File: src/rtl/main_fifo_reader_pkg.sv
// -----------------------------------------------------------------------------
// main_fifo_reader_pkg
// Shared definitions for the main FIFO drain controller: FSM state encoding,
// default widths and a small state-classification helper.
// -----------------------------------------------------------------------------
package main_fifo_reader_pkg;

  localparam int DATA_WIDTH_DEF   = 6;
  localparam int UMBRAL_WIDTH_DEF = 4;
  localparam int CNT_WIDTH_DEF    = 8;
  localparam int STATE_WIDTH      = 3;

  typedef enum logic [STATE_WIDTH-1:0] {
    ST_RESET  = 3'd0,
    ST_INIT   = 3'd1,
    ST_IDLE   = 3'd2,
    ST_ACTIVE = 3'd3,
    ST_ERROR  = 3'd4
  } state_e;

  // True in the two operational states where traffic may flow.
  function automatic logic is_run_state(input state_e s);
    return (s == ST_IDLE) || (s == ST_ACTIVE);
  endfunction

endpackage

File: src/rtl/main_fifo_reader_if.sv
// -----------------------------------------------------------------------------
// main_fifo_reader_if
// Bundles the main FIFO read port and the two VC FIFO write ports.
//   main_rd_enable            : read strobe to main FIFO
//   main_empty/main_error     : main FIFO status
//   main_data                 : main FIFO data_out (valid the cycle after a read)
//   vc0/vc1_almost_full       : downstream backpressure
//   vc0/vc1_wr_enable,vc_data : write port shared by both VC FIFOs
// master = the reader, slave = the FIFO side.
// -----------------------------------------------------------------------------
interface main_fifo_reader_if
  import main_fifo_reader_pkg::*;
#(
  parameter int DATA_WIDTH = DATA_WIDTH_DEF
) ();

  logic                  main_rd_enable;
  logic                  main_empty;
  logic                  main_error;
  logic [DATA_WIDTH-1:0] main_data;
  logic                  vc0_almost_full;
  logic                  vc1_almost_full;
  logic                  vc0_wr_enable;
  logic                  vc1_wr_enable;
  logic [DATA_WIDTH-1:0] vc_data;

  modport master (
    output main_rd_enable, vc0_wr_enable, vc1_wr_enable, vc_data,
    input  main_empty, main_error, main_data, vc0_almost_full, vc1_almost_full
  );

  modport slave (
    input  main_rd_enable, vc0_wr_enable, vc1_wr_enable, vc_data,
    output main_empty, main_error, main_data, vc0_almost_full, vc1_almost_full
  );

endinterface

File: src/rtl/main_fifo_reader_vc_route_stage.sv
// -----------------------------------------------------------------------------
// main_fifo_reader_vc_route_stage
// Capture stage behind the main FIFO read port. Remembers that a read was
// issued (pending), captures the word the cycle after, demuxes it by MSB to
// VC0/VC1 with registered strobes, and counts words per channel.
// Ports:
//   clk, reset      : clock, synchronous active-high reset
//   clear_i         : drop pending word, zero strobes and counters
//   drop_i          : discard the pending word without touching counters
//   rd_en_i         : read strobe issued this cycle
//   data_i          : main FIFO data_out
//   pending_o       : a read is in flight
//   vc0/vc1_wr_o    : registered write strobes
//   vc_data_o       : registered data to both VC FIFOs
//   vc0/vc1_count_o : words routed per VC (wrap)
// -----------------------------------------------------------------------------
module main_fifo_reader_vc_route_stage
  import main_fifo_reader_pkg::*;
#(
  parameter int DATA_WIDTH = DATA_WIDTH_DEF,
  parameter int CNT_WIDTH  = CNT_WIDTH_DEF
) (
  input  logic                  clk,
  input  logic                  reset,
  input  logic                  clear_i,
  input  logic                  drop_i,
  input  logic                  rd_en_i,
  input  logic [DATA_WIDTH-1:0] data_i,
  output logic                  pending_o,
  output logic                  vc0_wr_o,
  output logic                  vc1_wr_o,
  output logic [DATA_WIDTH-1:0] vc_data_o,
  output logic [CNT_WIDTH-1:0]  vc0_count_o,
  output logic [CNT_WIDTH-1:0]  vc1_count_o
);

  logic                  pending_q, pending_d;
  logic                  vc0_wr_q, vc0_wr_d;
  logic                  vc1_wr_q, vc1_wr_d;
  logic [DATA_WIDTH-1:0] vc_data_q, vc_data_d;
  logic [CNT_WIDTH-1:0]  vc0_cnt_q, vc0_cnt_d;
  logic [CNT_WIDTH-1:0]  vc1_cnt_q, vc1_cnt_d;

  // Next-value logic for the capture/demux registers.
  always_comb begin
    pending_d = rd_en_i & ~clear_i;
    vc0_wr_d  = 1'b0;
    vc1_wr_d  = 1'b0;
    vc_data_d = vc_data_q;
    vc0_cnt_d = vc0_cnt_q;
    vc1_cnt_d = vc1_cnt_q;
    if (clear_i) begin
      vc0_cnt_d = '0;
      vc1_cnt_d = '0;
    end else if (pending_q && !drop_i) begin
      vc_data_d = data_i;
      // MSB selects the destination virtual channel.
      if (data_i[DATA_WIDTH-1]) begin
        vc1_wr_d  = 1'b1;
        vc1_cnt_d = vc1_cnt_q + CNT_WIDTH'(1);
      end else begin
        vc0_wr_d  = 1'b1;
        vc0_cnt_d = vc0_cnt_q + CNT_WIDTH'(1);
      end
    end else begin
      vc_data_d = vc_data_q;
    end
  end

  // Capture/demux registers with synchronous reset.
  always_ff @(posedge clk) begin
    if (reset) begin
      pending_q <= 1'b0;
      vc0_wr_q  <= 1'b0;
      vc1_wr_q  <= 1'b0;
      vc_data_q <= '0;
      vc0_cnt_q <= '0;
      vc1_cnt_q <= '0;
    end else begin
      pending_q <= pending_d;
      vc0_wr_q  <= vc0_wr_d;
      vc1_wr_q  <= vc1_wr_d;
      vc_data_q <= vc_data_d;
      vc0_cnt_q <= vc0_cnt_d;
      vc1_cnt_q <= vc1_cnt_d;
    end
  end

  assign pending_o   = pending_q;
  assign vc0_wr_o    = vc0_wr_q;
  assign vc1_wr_o    = vc1_wr_q;
  assign vc_data_o   = vc_data_q;
  assign vc0_count_o = vc0_cnt_q;
  assign vc1_count_o = vc1_cnt_q;

endmodule

File: src/rtl/main_fifo_reader.sv
// -----------------------------------------------------------------------------
// main_fifo_reader
// Drain controller on the read side of the main FIFO (PCIe TX path). Reads
// while the main FIFO has data and both VC FIFOs have room, then routes each
// word by MSB to VC0/VC1 two cycles after the read strobe.
// Ports:
//   clk, reset                  : clock, synchronous active-high reset
//   init                        : active-low init; low holds INIT
//   umbral_main_in/umbral_vc_in : thresholds latched while in INIT
//   bus (master)                : main FIFO read port + VC FIFO write ports
//   umbral_main/umbral_vc       : latched thresholds
//   vc0_count/vc1_count         : words routed per VC
//   state                       : current FSM state
//   idle                        : running, nothing in flight, main FIFO empty
// -----------------------------------------------------------------------------
module main_fifo_reader
  import main_fifo_reader_pkg::*;
#(
  parameter int DATA_WIDTH   = DATA_WIDTH_DEF,
  parameter int UMBRAL_WIDTH = UMBRAL_WIDTH_DEF,
  parameter int CNT_WIDTH    = CNT_WIDTH_DEF
) (
  input  logic                    clk,
  input  logic                    reset,
  input  logic                    init,
  input  logic [UMBRAL_WIDTH-1:0] umbral_main_in,
  input  logic [UMBRAL_WIDTH-1:0] umbral_vc_in,
  main_fifo_reader_if.master      bus,
  output logic [UMBRAL_WIDTH-1:0] umbral_main,
  output logic [UMBRAL_WIDTH-1:0] umbral_vc,
  output logic [CNT_WIDTH-1:0]    vc0_count,
  output logic [CNT_WIDTH-1:0]    vc1_count,
  output logic [STATE_WIDTH-1:0]  state,
  output logic                    idle
);

  state_e                  state_q, state_d;
  logic [UMBRAL_WIDTH-1:0] umbral_main_q, umbral_main_d;
  logic [UMBRAL_WIDTH-1:0] umbral_vc_q, umbral_vc_d;
  logic                    rd_en_s;
  logic                    clear_s;
  logic                    drop_s;
  logic                    pending_s;
  logic                    vc0_wr_s;
  logic                    vc1_wr_s;

  // FSM state register.
  always_ff @(posedge clk) begin
    if (reset) begin
      state_q <= ST_RESET;
    end else begin
      state_q <= state_d;
    end
  end

  // FSM next-state logic; main_error outranks init and is ignored in RESET/INIT.
  always_comb begin
    state_d = state_q;
    case (state_q)
      ST_RESET: state_d = ST_INIT;
      ST_INIT: begin
        if (init) state_d = ST_IDLE;
        else      state_d = ST_INIT;
      end
      ST_IDLE: begin
        if (bus.main_error)      state_d = ST_ERROR;
        else if (!init)          state_d = ST_INIT;
        else if (!bus.main_empty) state_d = ST_ACTIVE;
        else                     state_d = ST_IDLE;
      end
      ST_ACTIVE: begin
        // Stay until the in-flight word has been captured.
        if (bus.main_error)                      state_d = ST_ERROR;
        else if (!init)                          state_d = ST_INIT;
        else if (bus.main_empty && !pending_s)   state_d = ST_IDLE;
        else                                     state_d = ST_ACTIVE;
      end
      ST_ERROR: state_d = ST_ERROR;
      default:  state_d = ST_RESET;
    endcase
  end

  // FSM outputs: read gating plus clear/drop controls for the route stage.
  always_comb begin
    rd_en_s = 1'b0;
    clear_s = 1'b0;
    drop_s  = 1'b0;
    case (state_q)
      ST_RESET, ST_INIT: clear_s = 1'b1;
      ST_IDLE: begin
        clear_s = ~init;
        drop_s  = bus.main_error;
      end
      ST_ACTIVE: begin
        // Combinational so the last word (count 1->0) is never over-read;
        // either almost_full blocks regardless of destination.
        rd_en_s = ~bus.main_empty & ~bus.vc0_almost_full &
                  ~bus.vc1_almost_full & init;
        clear_s = ~init;
        drop_s  = bus.main_error;
      end
      ST_ERROR: drop_s  = 1'b1;
      default:  clear_s = 1'b1;
    endcase
  end

  // Threshold latches follow their inputs only while in INIT.
  always_comb begin
    if (state_q == ST_INIT) begin
      umbral_main_d = umbral_main_in;
      umbral_vc_d   = umbral_vc_in;
    end else begin
      umbral_main_d = umbral_main_q;
      umbral_vc_d   = umbral_vc_q;
    end
  end

  // Threshold registers.
  always_ff @(posedge clk) begin
    if (reset) begin
      umbral_main_q <= '0;
      umbral_vc_q   <= '0;
    end else begin
      umbral_main_q <= umbral_main_d;
      umbral_vc_q   <= umbral_vc_d;
    end
  end

  main_fifo_reader_vc_route_stage #(
    .DATA_WIDTH (DATA_WIDTH),
    .CNT_WIDTH  (CNT_WIDTH)
  ) u_route (
    .clk         (clk),
    .reset       (reset),
    .clear_i     (clear_s),
    .drop_i      (drop_s),
    .rd_en_i     (rd_en_s),
    .data_i      (bus.main_data),
    .pending_o   (pending_s),
    .vc0_wr_o    (vc0_wr_s),
    .vc1_wr_o    (vc1_wr_s),
    .vc_data_o   (bus.vc_data),
    .vc0_count_o (vc0_count),
    .vc1_count_o (vc1_count)
  );

  assign bus.main_rd_enable = rd_en_s;
  assign bus.vc0_wr_enable  = vc0_wr_s;
  assign bus.vc1_wr_enable  = vc1_wr_s;
  assign umbral_main        = umbral_main_q;
  assign umbral_vc          = umbral_vc_q;
  assign state              = state_q;
  assign idle               = is_run_state(state_q) & ~pending_s & ~vc0_wr_s &
                              ~vc1_wr_s & bus.main_empty;

endmodule
File: src/flat_wrapper.sv
// flat-port wrapper written by rule: the top's interface ports become plain ports
module main_fifo_reader_flat import main_fifo_reader_pkg::*;
#(
  parameter int DATA_WIDTH   = DATA_WIDTH_DEF,
  parameter int UMBRAL_WIDTH = UMBRAL_WIDTH_DEF,
  parameter int CNT_WIDTH    = CNT_WIDTH_DEF
)
  (clk, reset, init, umbral_main_in, umbral_vc_in, umbral_main, umbral_vc, vc0_count, vc1_count, state, idle, bus_main_rd_enable, bus_vc0_wr_enable, bus_vc1_wr_enable, bus_vc_data, bus_main_empty, bus_main_error, bus_main_data, bus_vc0_almost_full, bus_vc1_almost_full);
  main_fifo_reader_if #(.DATA_WIDTH(DATA_WIDTH)) bus_i ();
  input  logic clk;
  input  logic reset;
  input  logic init;
  input  logic [UMBRAL_WIDTH-1:0] umbral_main_in;
  input  logic [UMBRAL_WIDTH-1:0] umbral_vc_in;
  output logic [UMBRAL_WIDTH-1:0] umbral_main;
  output logic [UMBRAL_WIDTH-1:0] umbral_vc;
  output logic [CNT_WIDTH-1:0] vc0_count;
  output logic [CNT_WIDTH-1:0] vc1_count;
  output logic [STATE_WIDTH-1:0] state;
  output logic idle;
  output wire logic [$bits(bus_i.main_rd_enable)-1:0] bus_main_rd_enable;
  output wire logic [$bits(bus_i.vc0_wr_enable)-1:0] bus_vc0_wr_enable;
  output wire logic [$bits(bus_i.vc1_wr_enable)-1:0] bus_vc1_wr_enable;
  output wire logic [$bits(bus_i.vc_data)-1:0] bus_vc_data;
  input wire logic [$bits(bus_i.main_empty)-1:0] bus_main_empty;
  input wire logic [$bits(bus_i.main_error)-1:0] bus_main_error;
  input wire logic [$bits(bus_i.main_data)-1:0] bus_main_data;
  input wire logic [$bits(bus_i.vc0_almost_full)-1:0] bus_vc0_almost_full;
  input wire logic [$bits(bus_i.vc1_almost_full)-1:0] bus_vc1_almost_full;
  assign bus_main_rd_enable = bus_i.main_rd_enable;
  assign bus_vc0_wr_enable = bus_i.vc0_wr_enable;
  assign bus_vc1_wr_enable = bus_i.vc1_wr_enable;
  assign bus_vc_data = bus_i.vc_data;
  assign bus_i.main_empty = bus_main_empty;
  assign bus_i.main_error = bus_main_error;
  assign bus_i.main_data = bus_main_data;
  assign bus_i.vc0_almost_full = bus_vc0_almost_full;
  assign bus_i.vc1_almost_full = bus_vc1_almost_full;
  main_fifo_reader #(.DATA_WIDTH(DATA_WIDTH), .UMBRAL_WIDTH(UMBRAL_WIDTH), .CNT_WIDTH(CNT_WIDTH)) u_core (.clk(clk), .reset(reset), .init(init), .umbral_main_in(umbral_main_in), .umbral_vc_in(umbral_vc_in), .bus(bus_i), .umbral_main(umbral_main), .umbral_vc(umbral_vc), .vc0_count(vc0_count), .vc1_count(vc1_count), .state(state), .idle(idle));
endmodule
File: config.mk
export PLATFORM = sky130hd
export DESIGN_NAME = main_fifo_reader_flat
export DESIGN_NICKNAME = d
export VERILOG_FILES = /design/src/rtl/main_fifo_reader_pkg.sv /design/src/rtl/main_fifo_reader_if.sv /design/src/rtl/main_fifo_reader_vc_route_stage.sv /design/src/rtl/main_fifo_reader.sv /design/src/flat_wrapper.sv
export SDC_FILE = /design/constraint.sdc
export NUM_CORES = 1
export LEC_CHECK = 0
export BUFFER_PORTS_ARGS = -buffer_cell sky130_fd_sc_hd__buf_2
export CORE_ASPECT_RATIO = 0.6
export CORE_MARGIN = 10
export CORE_UTILIZATION = 25
export CTS_CLUSTER_SIZE = 28
export DETAILED_ROUTE_END_ITERATION = 16
export PLACE_DENSITY = 0.44
export REMOVE_ABC_BUFFERS = 1
export SLEW_MARGIN = 20
export SYNTH_ARGS = -nofsm -noshare
export SYNTH_HDL_FRONTEND = slang
export SYNTH_SLANG_ARGS = --single-unit
File: constraint.sdc
create_clock -name clk -period 2.3 [get_ports clk]
set_input_delay 0.115 -clock clk [delete_from_list [all_inputs] [get_ports clk]]
set_output_delay 0.115 -clock clk [all_outputs]
set_load 0.005 [all_outputs]
==> flow_summary.json <==
{
  "worstPathCellList": "or3b_1 > nand3_4 > or4_1 > a21oi_1",
  "ys_ff_latch": 36,
  "tritoncts": "done",
  "first_global_vias": 1286,
  "intPower_uw": 930,
  "fin_crit_ns": 1.90,
  "setup_viol": 0,
  "antenna_found_initial": 1,
  "cts_hold_buf": 0,
  "cp.required_ns": 2.51,
  "die-area_um2": 10100,
  "p_comb_share_pct": 8.1,
  "timing.setup.tns_ns": 0,
  "p_per_area_nw_per_um2": 608,
  "grt_max_degree": 23,
  "synth_top_area_cell": "dfxtp_1",
  "cts_setup_buffers": 0,
  "drive_gt1_share_pct": 30.2,
  "die_h_um": 81.8,
  "max_cap_viol_count": 0,
  "grt_overflow": 0,
  "power_switching_uw": 295,
  "die_w_um": 123,
  "synthTopCellsByArea": "dfxtp_1 (45%), mux2i_1 (8.8%), nor2_1 (5.7%), a21oi_1 (2.8%), buf_6 (2.8%)",
  "path_class": "flop to flop",
  "arrival_ns": 2.11,
  "wire_per_inst_um": 14.5,
  "initial_core_util_pct": 25.9,
  "place_area_um2": 1920,
  "antenna_cells": 0,
  "groute.usage.overall_pct": 9.00,
  "ctsResizeCount": 0,
  "start_kind": "flop",
  "dp_slack_ns": 0.415,
  "syn_area_um2": 1590,
  "synth_area_per_cell_um2": 9.47,
  "syn_inst": 168,
  "vias": 1391,
  "finClkSkew_ns": 0.00706,
  "area_growth_pct": 26.6,
  "synthFlopType": "dfxtp_1",
  "period_share_pct": 82.5,
  "cp-end-kind": "flop",
  "clockRootBuffer": "clkbuf_8",
  "yosysMostFrequentCell": "dfxtp_1",
  "p_seq_share_pct": 53.1,
  "whs_ns": 0.0152,
  "p_leak_nw": 0.885,
  "cts.path.max_buffers": 2,
  "fp-row-count": 22,
  "hp-class": "input port to flop",
  "crit_family": "simple AND/OR/NAND/NOR gates",
  "hold_viol": 0,
  "worstSkewPairLatency_ns": 0.29,
  "setup_ws_ns": 0.404,
  "synth_edf_count": 0,
  "nets": 247,
  "firstDrtPassIters": 4,
  "critical_path_peak_fanout": 12,
  "clk_pin_slew_worst_paths_ns": 0.07,
  "tightest_slew_ns": 0.526,
  "antenna_left": 0,
  "coreArea_um2": 6140,
  "ys_types": 38,
  "yosys.area.top_type_share_pct": 45.3,
  "maxSlewViolCount": 0,
  "rsz0062_at_grt": "no",
  "io_pins": 58,
  "worst-path-buf-inv": 0,
  "clock.fmax_mhz": 527,
  "switching_share_pct": 24.1,
  "slowest_stage": "dfxtp_1",
  "yosysWarnings": 0,
  "htree_num_levels": 2,
  "clock_sinks": 36,
  "ys_top_cells_by_count": "dfxtp_1 (36), nor2_1 (24), mux2i_1 (14), nand2_1 (11), a21oi_1 (9)",
  "status": "finished, final reports clean",
  "drc": 0,
  "ys_async_sr_fraction_pct": 0,
  "cts_buffers": 5,
  "slowest_delay_ns": 0.59,
  "drtIter0Drc": 48,
  "yosysSeqAreaShare_pct": 45.3,
  "wl_mm": 4.48,
  "fin_area_um2": 2010,
  "hpwlAfterDp_mm": 3.39,
  "routed_via_density": 4.50,
  "peakVddDrop_mv": 0.285,
  "io_buffers": 57,
  "grt_pass1_wl_mm": 7.09,
  "gp_congestion": 0.729,
  "slew_headroom_pct": 64.9,
  "power.share.clock_pct": 38.8
}
## area by class of cell
class / instances / area [um2]
timing repair buffer: 58 / 293
clock buffer: 8 / 90.1
multi-input combinational: 123 / 806
fill: 660 / 4120
tap: 84 / 105
sequential: 36 / 721
## path summary, 6_finish.rpt
check        cells past startpoint                                  startpoint                                    endpoint  slack (ns)
max                              4                  u_core.state[1]$_SDFF_PP0_  u_core.u_route.vc1_count_o[7]$_SDFFE_PP0P_        0.40
min                              2                         bus_vc1_almost_full         u_core.u_route.pending_o$_SDFF_PP0_        0.02
max reg2reg                      4                  u_core.state[1]$_SDFF_PP0_  u_core.u_route.vc1_count_o[7]$_SDFFE_PP0P_        0.40
min reg2reg                      2  u_core.u_route.vc0_count_o[7]$_SDFFE_PP0P_  u_core.u_route.vc0_count_o[7]$_SDFFE_PP0P_        0.47
## cells by family after synthesis
family,after synthesis,synth area share [%]
compound gates,19,6.68
xor+xnor,9,4.95
fa+ha+maj,2,1.57
buf+inv,9,4.40
flops,36,45.3
mux,14,8.80
simple gates,79,28.3
## registers in the layout (all words and copies together) (netlist names)
| name | cells |
|---|---|
| u_core.umbral_main | 4 |
| u_core.u_route.vc1_wr_o | 1 |
| u_core.u_route.vc1_count_o | 8 |
| u_core.u_route.vc0_wr_o | 1 |
| u_core.u_route.vc0_count_o | 8 |
| u_core.umbral_vc | 4 |
| u_core.u_route.pending_o | 1 |
| u_core.u_route.vc_data_o | 6 |
| u_core.state | 3 |
## worst register-to-register path: stages (launching register included)
cell and delay [ns]:
dfxtp_1 0.59, or3b_1 0.39, nand3_4 0.16, or4_1 0.52, a21oi_1 0.17
## metrics by stage
| step | instances | total power, mW | utilization, % |
|---|---|---|---|
| 6_report | 309 | 1.22 | 32.8 |
| 5_1_grt | 309 | 1.29 | 32.8 |
| 4_1_cts | 309 | 1.25 | 32.8 |
| 3_5_place_dp | 301 | 0.766 | 31.3 |
| 3_3_place_gp | 301 | 0.766 | 31.3 |
| 2_1_floorplan | 159 | 0.708 | - |
## metal layers
layer | GRT usage [%] | vias up | routed length (um)
met5 | 0 | - | 13
met4 | 1.74 | 2 | 14
met3 | 5.68 | 4 | 465
met2 | 11.0 | 38 | 1610
met1 | 12.6 | 637 | 2370
li1 | - | 710 | -
## power groups by stage
stage / clock network, mW / logic [mW] / registers (mW)
floorplan: 0 / 0.0436 / 0.664
global placement: 0 / 0.102 / 0.664
detailed placement: 0 / 0.101 / 0.665
CTS: 0.496 / 0.102 / 0.650
global route: 0.528 / 0.111 / 0.653
finish: 0.475 / 0.0995 / 0.650
## cell usage in the layout (no fill, tap or decap), drive strengths merged
master,synthesis,layout
xnor2,4,4
ha,2,2
o31ai,3,3
nand2,11,11
or3,3,3
dfxtp,36,36
and3b,1,1
xor2,5,5
and3,1,1
clkbuf,2,8
o21ai,5,5
nor3b,3,3
or3b,1,1
nor3,4,4
nor4,3,3
nor2b,1,1
nor4b,3,3
nand4b,1,1
a31oi,1,1
nand3b,2,2
nand3,7,7
and4,1,1
a21oi,9,9
and2,1,1
nand2b,2,2
and4b,1,1
nand4,6,6
buf,7,58
mux2i,14,14
a21o,1,1
or4,3,3
nor2,24,24
Power figures use the tool's default switching activity.
